[src/rtl/hs32_pkg.sv]
`default_nettype none
// +----------------------------------------------------------------------+
// | hs32_pkg                                                             |
// | Shared FSM state type, bus-error data word and arbitration helper.  |
// | Revision: 1.0                                                        |
// +----------------------------------------------------------------------+
package hs32_pkg;

    typedef enum logic [1:0] {
        IDLE = 2'd0,
        BUSY = 2'd1,
        RESP = 2'd2
    } hs32_state_e;

    localparam logic [31:0] HS32_BUS_ERR_DATA = 32'hFFFF_FFFF;

    // Returns 1 when execute wins; prefer_fetch breaks a tie toward fetch.
    function automatic logic hs32_grant_exec(input logic f_req,
                                             input logic e_req,
                                             input logic prefer_fetch);
        return e_req & (~f_req | ~prefer_fetch);
    endfunction

endpackage
`default_nettype wire

[src/rtl/hs32_mem_arb.sv]
`default_nettype none
// +----------------------------------------------------------------------+
// | hs32_mem_arb                                                         |
// | Fetch/execute memory arbiter with wait timeout and fetch flush.     |
// | Optional macro HS32_ARB_RR_EN: round-robin instead of exec priority.|
// | Revision: 1.0                                                        |
// +----------------------------------------------------------------------+
module hs32_mem_arb
    import hs32_pkg::*;
#(
    parameter int WAIT_TIMEOUT = 16
) (
    input  logic        clk,
    input  logic        reset_n,
    input  logic [31:0] f_addr,
    input  logic        f_reqm,
    output logic [31:0] f_dtr,
    output logic        f_ackm,
    input  logic        flush,
    input  logic [31:0] e_addr,
    input  logic [31:0] e_dtw,
    input  logic        e_rw,
    input  logic        e_reqm,
    output logic [31:0] e_dtr,
    output logic        e_ackm,
    output logic [31:0] m_addr,
    output logic [31:0] m_dtw,
    output logic        m_rw,
    output logic        m_stb,
    input  logic [31:0] m_dtr,
    input  logic        m_ack,
    output logic        bus_err
);

    localparam int            CW         = $clog2(WAIT_TIMEOUT + 1);
    localparam logic [CW-1:0] C_CNT_LAST = CW'(WAIT_TIMEOUT - 1);

    hs32_state_e   r_state, w_state;
    logic [CW-1:0] r_cnt, w_cnt;
    logic          r_cancel, w_cancel;
    logic          r_owner_e, w_owner_e;
    logic          r_tmo, w_tmo;
    logic [31:0]   r_rdata, w_rdata;
    logic [31:0]   w_m_addr, w_m_dtw, w_f_dtr, w_e_dtr;
    logic          w_m_rw, w_m_stb, w_f_ackm, w_e_ackm, w_bus_err;
    logic          w_grant_e, w_prefer_fetch;

`ifdef HS32_ARB_RR_EN
    logic r_last_e, w_last_e;
    // After an execute win, a tie goes to fetch, and vice versa.
    assign w_prefer_fetch = r_last_e;
`else
    assign w_prefer_fetch = 1'b0;
`endif

    assign w_grant_e = hs32_grant_exec(f_reqm, e_reqm, w_prefer_fetch);

    always_comb begin
        w_state   = r_state;
        w_cnt     = r_cnt;
        w_cancel  = r_cancel;
        w_owner_e = r_owner_e;
        w_tmo     = r_tmo;
        w_rdata   = r_rdata;
        w_m_addr  = m_addr;
        w_m_dtw   = m_dtw;
        w_m_rw    = m_rw;
        w_m_stb   = m_stb;
        w_f_dtr   = f_dtr;
        w_e_dtr   = e_dtr;
        w_f_ackm  = 1'b0;
        w_e_ackm  = 1'b0;
        w_bus_err = 1'b0;
`ifdef HS32_ARB_RR_EN
        w_last_e  = r_last_e;
`endif
        case (r_state)
            IDLE: begin
                if (f_reqm || e_reqm) begin
                    w_state   = BUSY;
                    w_owner_e = w_grant_e;
                    w_m_stb   = 1'b1;
                    w_cnt     = '0;
                    w_cancel  = 1'b0;
                    w_tmo     = 1'b0;
`ifdef HS32_ARB_RR_EN
                    w_last_e  = w_grant_e;
`endif
                    if (w_grant_e) begin
                        w_m_addr = e_addr;
                        w_m_dtw  = e_dtw;
                        w_m_rw   = e_rw;
                    end else begin
                        w_m_addr = f_addr;
                        w_m_dtw  = '0;
                        w_m_rw   = 1'b0;
                    end
                end
            end
            BUSY: begin
                if (flush && !r_owner_e)
                    w_cancel = 1'b1;
                // m_ack on the final allowed cycle still completes normally.
                if (m_ack) begin
                    w_rdata = m_dtr;
                    w_m_stb = 1'b0;
                    w_state = RESP;
                end else if (r_cnt == C_CNT_LAST) begin
                    w_rdata = HS32_BUS_ERR_DATA;
                    w_tmo   = 1'b1;
                    w_m_stb = 1'b0;
                    w_state = RESP;
                end else begin
                    w_cnt = r_cnt + 1'b1;
                end
            end
            RESP: begin
                w_state   = IDLE;
                w_bus_err = r_tmo;
                if (r_owner_e) begin
                    w_e_ackm = 1'b1;
                    w_e_dtr  = r_rdata;
                end else if (!(r_cancel || flush)) begin
                    w_f_ackm = 1'b1;
                    w_f_dtr  = r_rdata;
                end
            end
            default: w_state = IDLE;
        endcase
    end

    always_ff @(posedge clk or negedge reset_n) begin
        if (!reset_n) begin
            r_state   <= IDLE;
            r_cnt     <= '0;
            r_cancel  <= 1'b0;
            r_owner_e <= 1'b0;
            r_tmo     <= 1'b0;
            r_rdata   <= '0;
            m_addr    <= '0;
            m_dtw     <= '0;
            m_rw      <= 1'b0;
            m_stb     <= 1'b0;
            f_dtr     <= '0;
            e_dtr     <= '0;
            f_ackm    <= 1'b0;
            e_ackm    <= 1'b0;
            bus_err   <= 1'b0;
`ifdef HS32_ARB_RR_EN
            r_last_e  <= 1'b0;
`endif
        end else begin
            r_state   <= w_state;
            r_cnt     <= w_cnt;
            r_cancel  <= w_cancel;
            r_owner_e <= w_owner_e;
            r_tmo     <= w_tmo;
            r_rdata   <= w_rdata;
            m_addr    <= w_m_addr;
            m_dtw     <= w_m_dtw;
            m_rw      <= w_m_rw;
            m_stb     <= w_m_stb;
            f_dtr     <= w_f_dtr;
            e_dtr     <= w_e_dtr;
            f_ackm    <= w_f_ackm;
            e_ackm    <= w_e_ackm;
            bus_err   <= w_bus_err;
`ifdef HS32_ARB_RR_EN
            r_last_e  <= w_last_e;
`endif
        end
    end

endmodule
`default_nettype wire

[config.mk]
export PLATFORM = sky130hd
export DESIGN_NAME = hs32_mem_arb
export DESIGN_NICKNAME = d
export VERILOG_FILES = /design/src/rtl/hs32_pkg.sv /design/src/rtl/hs32_mem_arb.sv
export SDC_FILE = /design/constraint.sdc
export NUM_CORES = 1
export LEC_CHECK = 0
export CAP_MARGIN = 40
export CORE_ASPECT_RATIO = 1.5
export CORE_MARGIN = 1
export CORE_UTILIZATION = 44
export CTS_CLUSTER_DIAMETER = 60
export DETAILED_ROUTE_END_ITERATION = 10
export PLACE_DENSITY = 0.81
export SLEW_MARGIN = 20
export SYNTH_ARGS = -nofsm -noshare
export SYNTH_HDL_FRONTEND = slang
export SYNTH_SLANG_ARGS = --single-unit
[constraint.sdc]
create_clock -name clk -period 2.32 [get_ports clk]
set_input_delay 0.464 -clock clk [delete_from_list [all_inputs] [get_ports clk]]
set_output_delay 0.464 -clock clk [all_outputs]
set_load 0.02 [all_outputs]
==> Yosys cells after proc, flatten, opt, wreduce, memory -nomap -nowiden <==
Index checks and enable logic that the tools add are counted.
{ "op_classes": {"add_sub_neg": 1, "multipliers": 0, "div": 0, "n_lt_le_gt_ge": 0, "eq_ne": 9, "shift": 0, "n_mux": 29, "bitwise": 2, "reduce_logical": 16} }
{ "ops": {"columns": ["operator", "count"], "rows": [
  ["32-bit 2-to-1 mux", 4],
  ["5-bit 2-to-1 mux", 3],
  ["1-bit 2-to-1 mux", 14],
  ["2-bit inequality test (second input constant)", 5],
  ["5-bit one-hot mux with 2 select lines", 1],
  ["3-bit AND reduction", 3],
  ["2-bit AND reduction", 4],
  ["4-bit AND reduction", 2],
  ["2-bit 2-to-1 mux", 3],
  ["1-bit one-hot mux with 2 select lines", 3],
  ["5-bit by 1-bit adder with 5-bit output (second input constant)", 1],
  ["5-bit by 4-bit equality test with 1-bit output (second input constant)", 1],
  ["2-bit one-hot mux with 2 select lines", 1],
  ["2-bit nonzero test", 2],
  ["3-bit inequality test (second input constant)", 1],
  ["2-bit by 1-bit equality test with 1-bit output (second input constant)", 1],
  ["2-bit equality test (second input constant)", 1],
  ["2-bit logical NOT", 1],
  ["1-bit logical OR", 2],
  ["1-bit NOT", 2],
  ["1-bit logical AND", 1],
  ["1-bit logical NOT", 1]
]} }
{ "totals": {"regBits": 175, "latch_bits": 0, "mem_bits_rw": 0, "romBits": 0, "inputBits": 135, "output_inout_bits": 133, "wordCells": 72, "memories": 0} }

==> Depth between registers and ports, before layout <==
{ "depth": {"word_depth": 4, "ltp_mapped": 7, "mapped_depth_nobuf": 6} }

==> Worst setup path before layout <==
OpenSTA, ideal clock, no wires.
{ "synth_path": {"path_kind": "reg2reg", "startpoint": "register r_cnt[0]", "endpoint": "register r_cnt[3]", "setup_time_ns": 0.069, "t_arrival_ns": 1.960, "required_ns": 2.251, "setup_slack_ns": 0.291, "stages_incl_launch_ff": 8, "path_buffers": 1, "synth_period_minus_slack_ns": 2.029, "cell_sequence": "dfrtp_1 -> ha_1 -> and3_1 -> ha_1 -> or4b_1 -> buf_2 -> or3_1 -> nand3_1"} }
{ "synth_via": {"elab_chain_cells": 4, "word_cells_on_any_way": 7, "classes_between": "add/sub (1); eq/ne (2); mux (3); reduce/logical (1)"} }
{ "synth_rtl": {"columns": ["item", "line_no", "source"], "rows": [
  ["from (decl)", "hs32_mem_arb.sv:39", "logic [CW-1:0] r_cnt, w_cnt;"],
  ["from (signal assigned)", "hs32_mem_arb.sv:154", "r_cnt <= w_cnt;"],
  ["5-bit by 1-bit adder with 5-bit output", "hs32_mem_arb.sv:114", "w_cnt = r_cnt + 1'b1;"],
  ["5-bit 2-to-1 mux", "hs32_mem_arb.sv:108", "end else if (r_cnt == C_CNT_LAST) begin"],
  ["5-bit 2-to-1 mux", "hs32_mem_arb.sv:104", "if (m_ack) begin"],
  ["5-bit one-hot mux with 2 select lines", "hs32_mem_arb.sv:77", "case (r_state)"]
]} }
Parallel ways exist; a longest one is shown, timed or not. The select of a mux whose other input is x is not followed.
A chain may end at the register's enable or synchronous reset.

==> Final worst setup path <==
Same ends and word-level chain as after synthesis.

==> summary.txt <==
Final layout
  • Layout area overhead: 50.64%
  • Design Area, Final: 0.01024 mm²
  • Final #Nets: 879
  • Ant. Diodes: 0
  • Layout cells sized above 1: 15.36%

Pwr
  • VDD IR max: 0.0006341 V
  • Leak Pwr: 4.350 nW
  • PnR Total Power: 0.01434 W
  • PD cells: 1400 mW/mm²

Synthesis
  • Sequential share of the synthesized area: 64.43%
  • #FFs+latches synth: 175
  • Syn nets: 615
  • Cells after Synth: 478
  • EDFF count, synth: 0
  • Number of synthesis warnings: 0
  • Avg Inst Size Synth: 14.22 µm²
  • Synth async-reset ratio: 100.0%
  • Synth cell types: 34
  • Mapped cell area: 0.006797 mm²
  • Synth Flop Type: dfrtp_1

Global routing
  • GRT Util Overall: 23.29%
  • Initial antenna violation count: 0
  • Largest net degree at the start of global routing: 67
  • Global-route wire length before repair: 27920 µm
  • Vias in the first global route: 5383
  • Total grt overflow: 0

Clocking
  • Num Clock Sinks: 175
  • Root Buffer: clkbuf_16
  • Clock latency at the later pin of the worst-skew pair: 0.42 ns
  • Worst-path clk slew: 0.07 ns
  • CTS tree: built
  • Post_cts resized: 0
  • # Post-CTS Setup Buffers: 0
  • H-tree levels: 4
  • Total CTS buffers: 17
  • # hold bufs at CTS: 0
  • Clock Tree Buf Depth: 2

STA
  • F_max: 458.3 MHz
  • Slew HR: 64.21%
  • Unrepaired setup endpoints after global routing: no
  • Final Slew Violations: 0
  • Setup_tns: 0 ns
  • Worst-margin pin slew: 0.5369 ns
  • Clock period minus worst slack: 2.182 ns
  • Clk_skew: 0.009912 ns
  • Final setup fails: 0
  • Period utilization: 94.04%
  • Final hold vios: 0

Setup path
  • Worst setup EP type: flop
  • Crit path DAT: 2.53 ns
  • Crit start category: flop
  • WP data required: 2.67 ns
  • WS Path Type: flop to flop
  • Maximum fanout along the worst path: 7

Floorplanning
  • Core ar.: 0.01507 mm²
  • IO Count: 268
  • Die width: 103.5 µm
  • Die area: 0.01596 mm²
  • Cell Rows: 55
  • Initial core utilization: 45.10%
  • Die Ht: 154.2 µm

Routing
  • WL final: 17730 µm
  • Final ANT Viol Nets: 0
  • Residual DRC: 0
  • Pre-Repair DR Iteration Count: 7
  • Drt initial violations: 129
  • Avg Vias per Cell: 5.300
  • WL/cell: 18.58 µm
  • Routed vias: 5056

Min path
  • Min-Delay Path Class: input port to async pin

Placement
  • Post-DP Area: 0.009668 mm²
  • IO Port Bufs: 267
  • Hpwl dp: 12690 µm
  • Routability Congestion: 0.7829

Job
  • Max cap viols: 0

Status
  • Status: complete, no violations
final timing paths:
path | start | endpoint | slack (ns) | cells after the start
max in group asynchronous | reset_n | m_dtw[28]$_DFFE_PN0P_ | 1.56 | 2
setup reg to reg | r_cnt[0]$_DFFE_PN0P_ | r_cnt[3]$_DFFE_PN0P_ | 0.14 | 6
setup / recovery | r_cnt[0]$_DFFE_PN0P_ | r_cnt[3]$_DFFE_PN0P_ | 0.14 | 6
hold reg to reg | m_dtw[30]$_DFFE_PN0P_ | m_dtw[30]$_DFFE_PN0P_ | 0.51 | 1
min in group clk | e_reqm | r_owner_e$_DFFE_PN0P_ | 0.40 | 3
hold / removal | reset_n | e_dtr[16]$_DFFE_PN0P_ | 0.008 | 1
Yosys cell counts (2+ instances only):
| cell | n | area share [%] |
|---|---|---|
| a22o_1 | 33 | 4.3 |
| buf_2 | 17 | 1.3 |
| buf_6 | 6 | 0.99 |
| clkbuf_1 | 13 | 0.72 |
| dfrtp_1 | 175 | 64 |
| ha_1 | 2 | 0.37 |
| inv_1 | 7 | 0.39 |
| mux2_2 | 63 | 10 |
| mux2i_1 | 34 | 5.0 |
| nand2_1 | 3 | 0.17 |
| nand2b_1 | 2 | 0.18 |
| nand3_1 | 3 | 0.22 |
| nor2_1 | 2 | 0.11 |
| o21ai_0 | 65 | 4.8 |
| o22a_1 | 32 | 4.1 |
| o22ai_1 | 2 | 0.18 |
| or2_1 | 2 | 0.18 |
area by class of cell:
cell class	count	area [µm²]
clock buffer	17	425.4
sequential	175	4379
inverter	7	26.28
tap	199	249.0
clock inverter	15	145.1
multi-input combinational	260	2190
fill	1087	4832
timing repair buffer	281	2824
layer usage:
layer / wire, µm / vias to the layer above / GRT usage (%)
met2: 9441 / 208 / 40.43
met3: 864 / 49 / 5.151
met4: 844 / 0 / 12.61
met5: 0 / - / 0
met1: 6577 / 2520 / 25.93
li1: - / 2279 / -
metrics by stage:
stage | util (%) | instances | setup WS [ns] | hold slack (ns)
finish | 67.94 | 954 | 0.1382 | 0.007533
global route | 67.94 | 954 | 0.03108 | 0.02968
CTS | 67.94 | 954 | 0.1363 | 0.01155
detailed placement | 64.15 | 922 | 0.1560 | 0.4611
global placement | 64.15 | 922 | 0.2190 | 0.4451
floorplan | - | 478 | 0.2910 | 0.1684
where the power goes:
part	total, W	internal (W)	switching, W
Combinational	0.00625	0.00318	0.00307
Sequential	0.00534	0.00447	0.000872
Clock	0.00274	0.00143	0.00131
Total	0.0143	0.00909	0.00525
critical path, cell delays in order, from the launching register on:
cell     delay, ns
dfrtp_1       0.41
ha_1          0.23
and3_1        0.18
ha_1          0.21
or4b_1        0.62
or3_1         0.39
nand3_1       0.08
registers in the layout, indices dropped and copies added (netlist names), 2 cells and up:
name,count
e_dtr,32
r_rdata,32
r_cnt,5
m_dtw,32
f_dtr,32
m_addr,32
r_state,2
cells in the final DEF (no fill, tap or decap), types with 2 or more instances in the layout:
cell type	n
inv_6	3
buf_4	10
inv_1	7
o22ai_1	2
o21ai_0	65
clkinv_2	2
clkdlybuf4s50_1	265
mux2i_1	34
clkbuf_16	17
nand3_1	3
dfrtp_1	175
o22a_1	32
clkinv_4	2
nor2_1	2
mux2_2	63
nand2b_1	2
a22o_1	33
nand2_1	3
buf_12	4
ha_1	2
inv_8	6
kinds of logic after synthesis:
logic type | after synthesis | synth area share [%]
AOI/OAI and AO/OA | 139 | 14.14
adders and majority gates | 2 | 0.3681
buffers and inverters | 43 | 3.351
DFF | 175 | 64.43
muxes | 98 | 15.61
and+or+nand+nor | 21 | 2.099
Note: power is estimated with default switching activity, not from simulation.
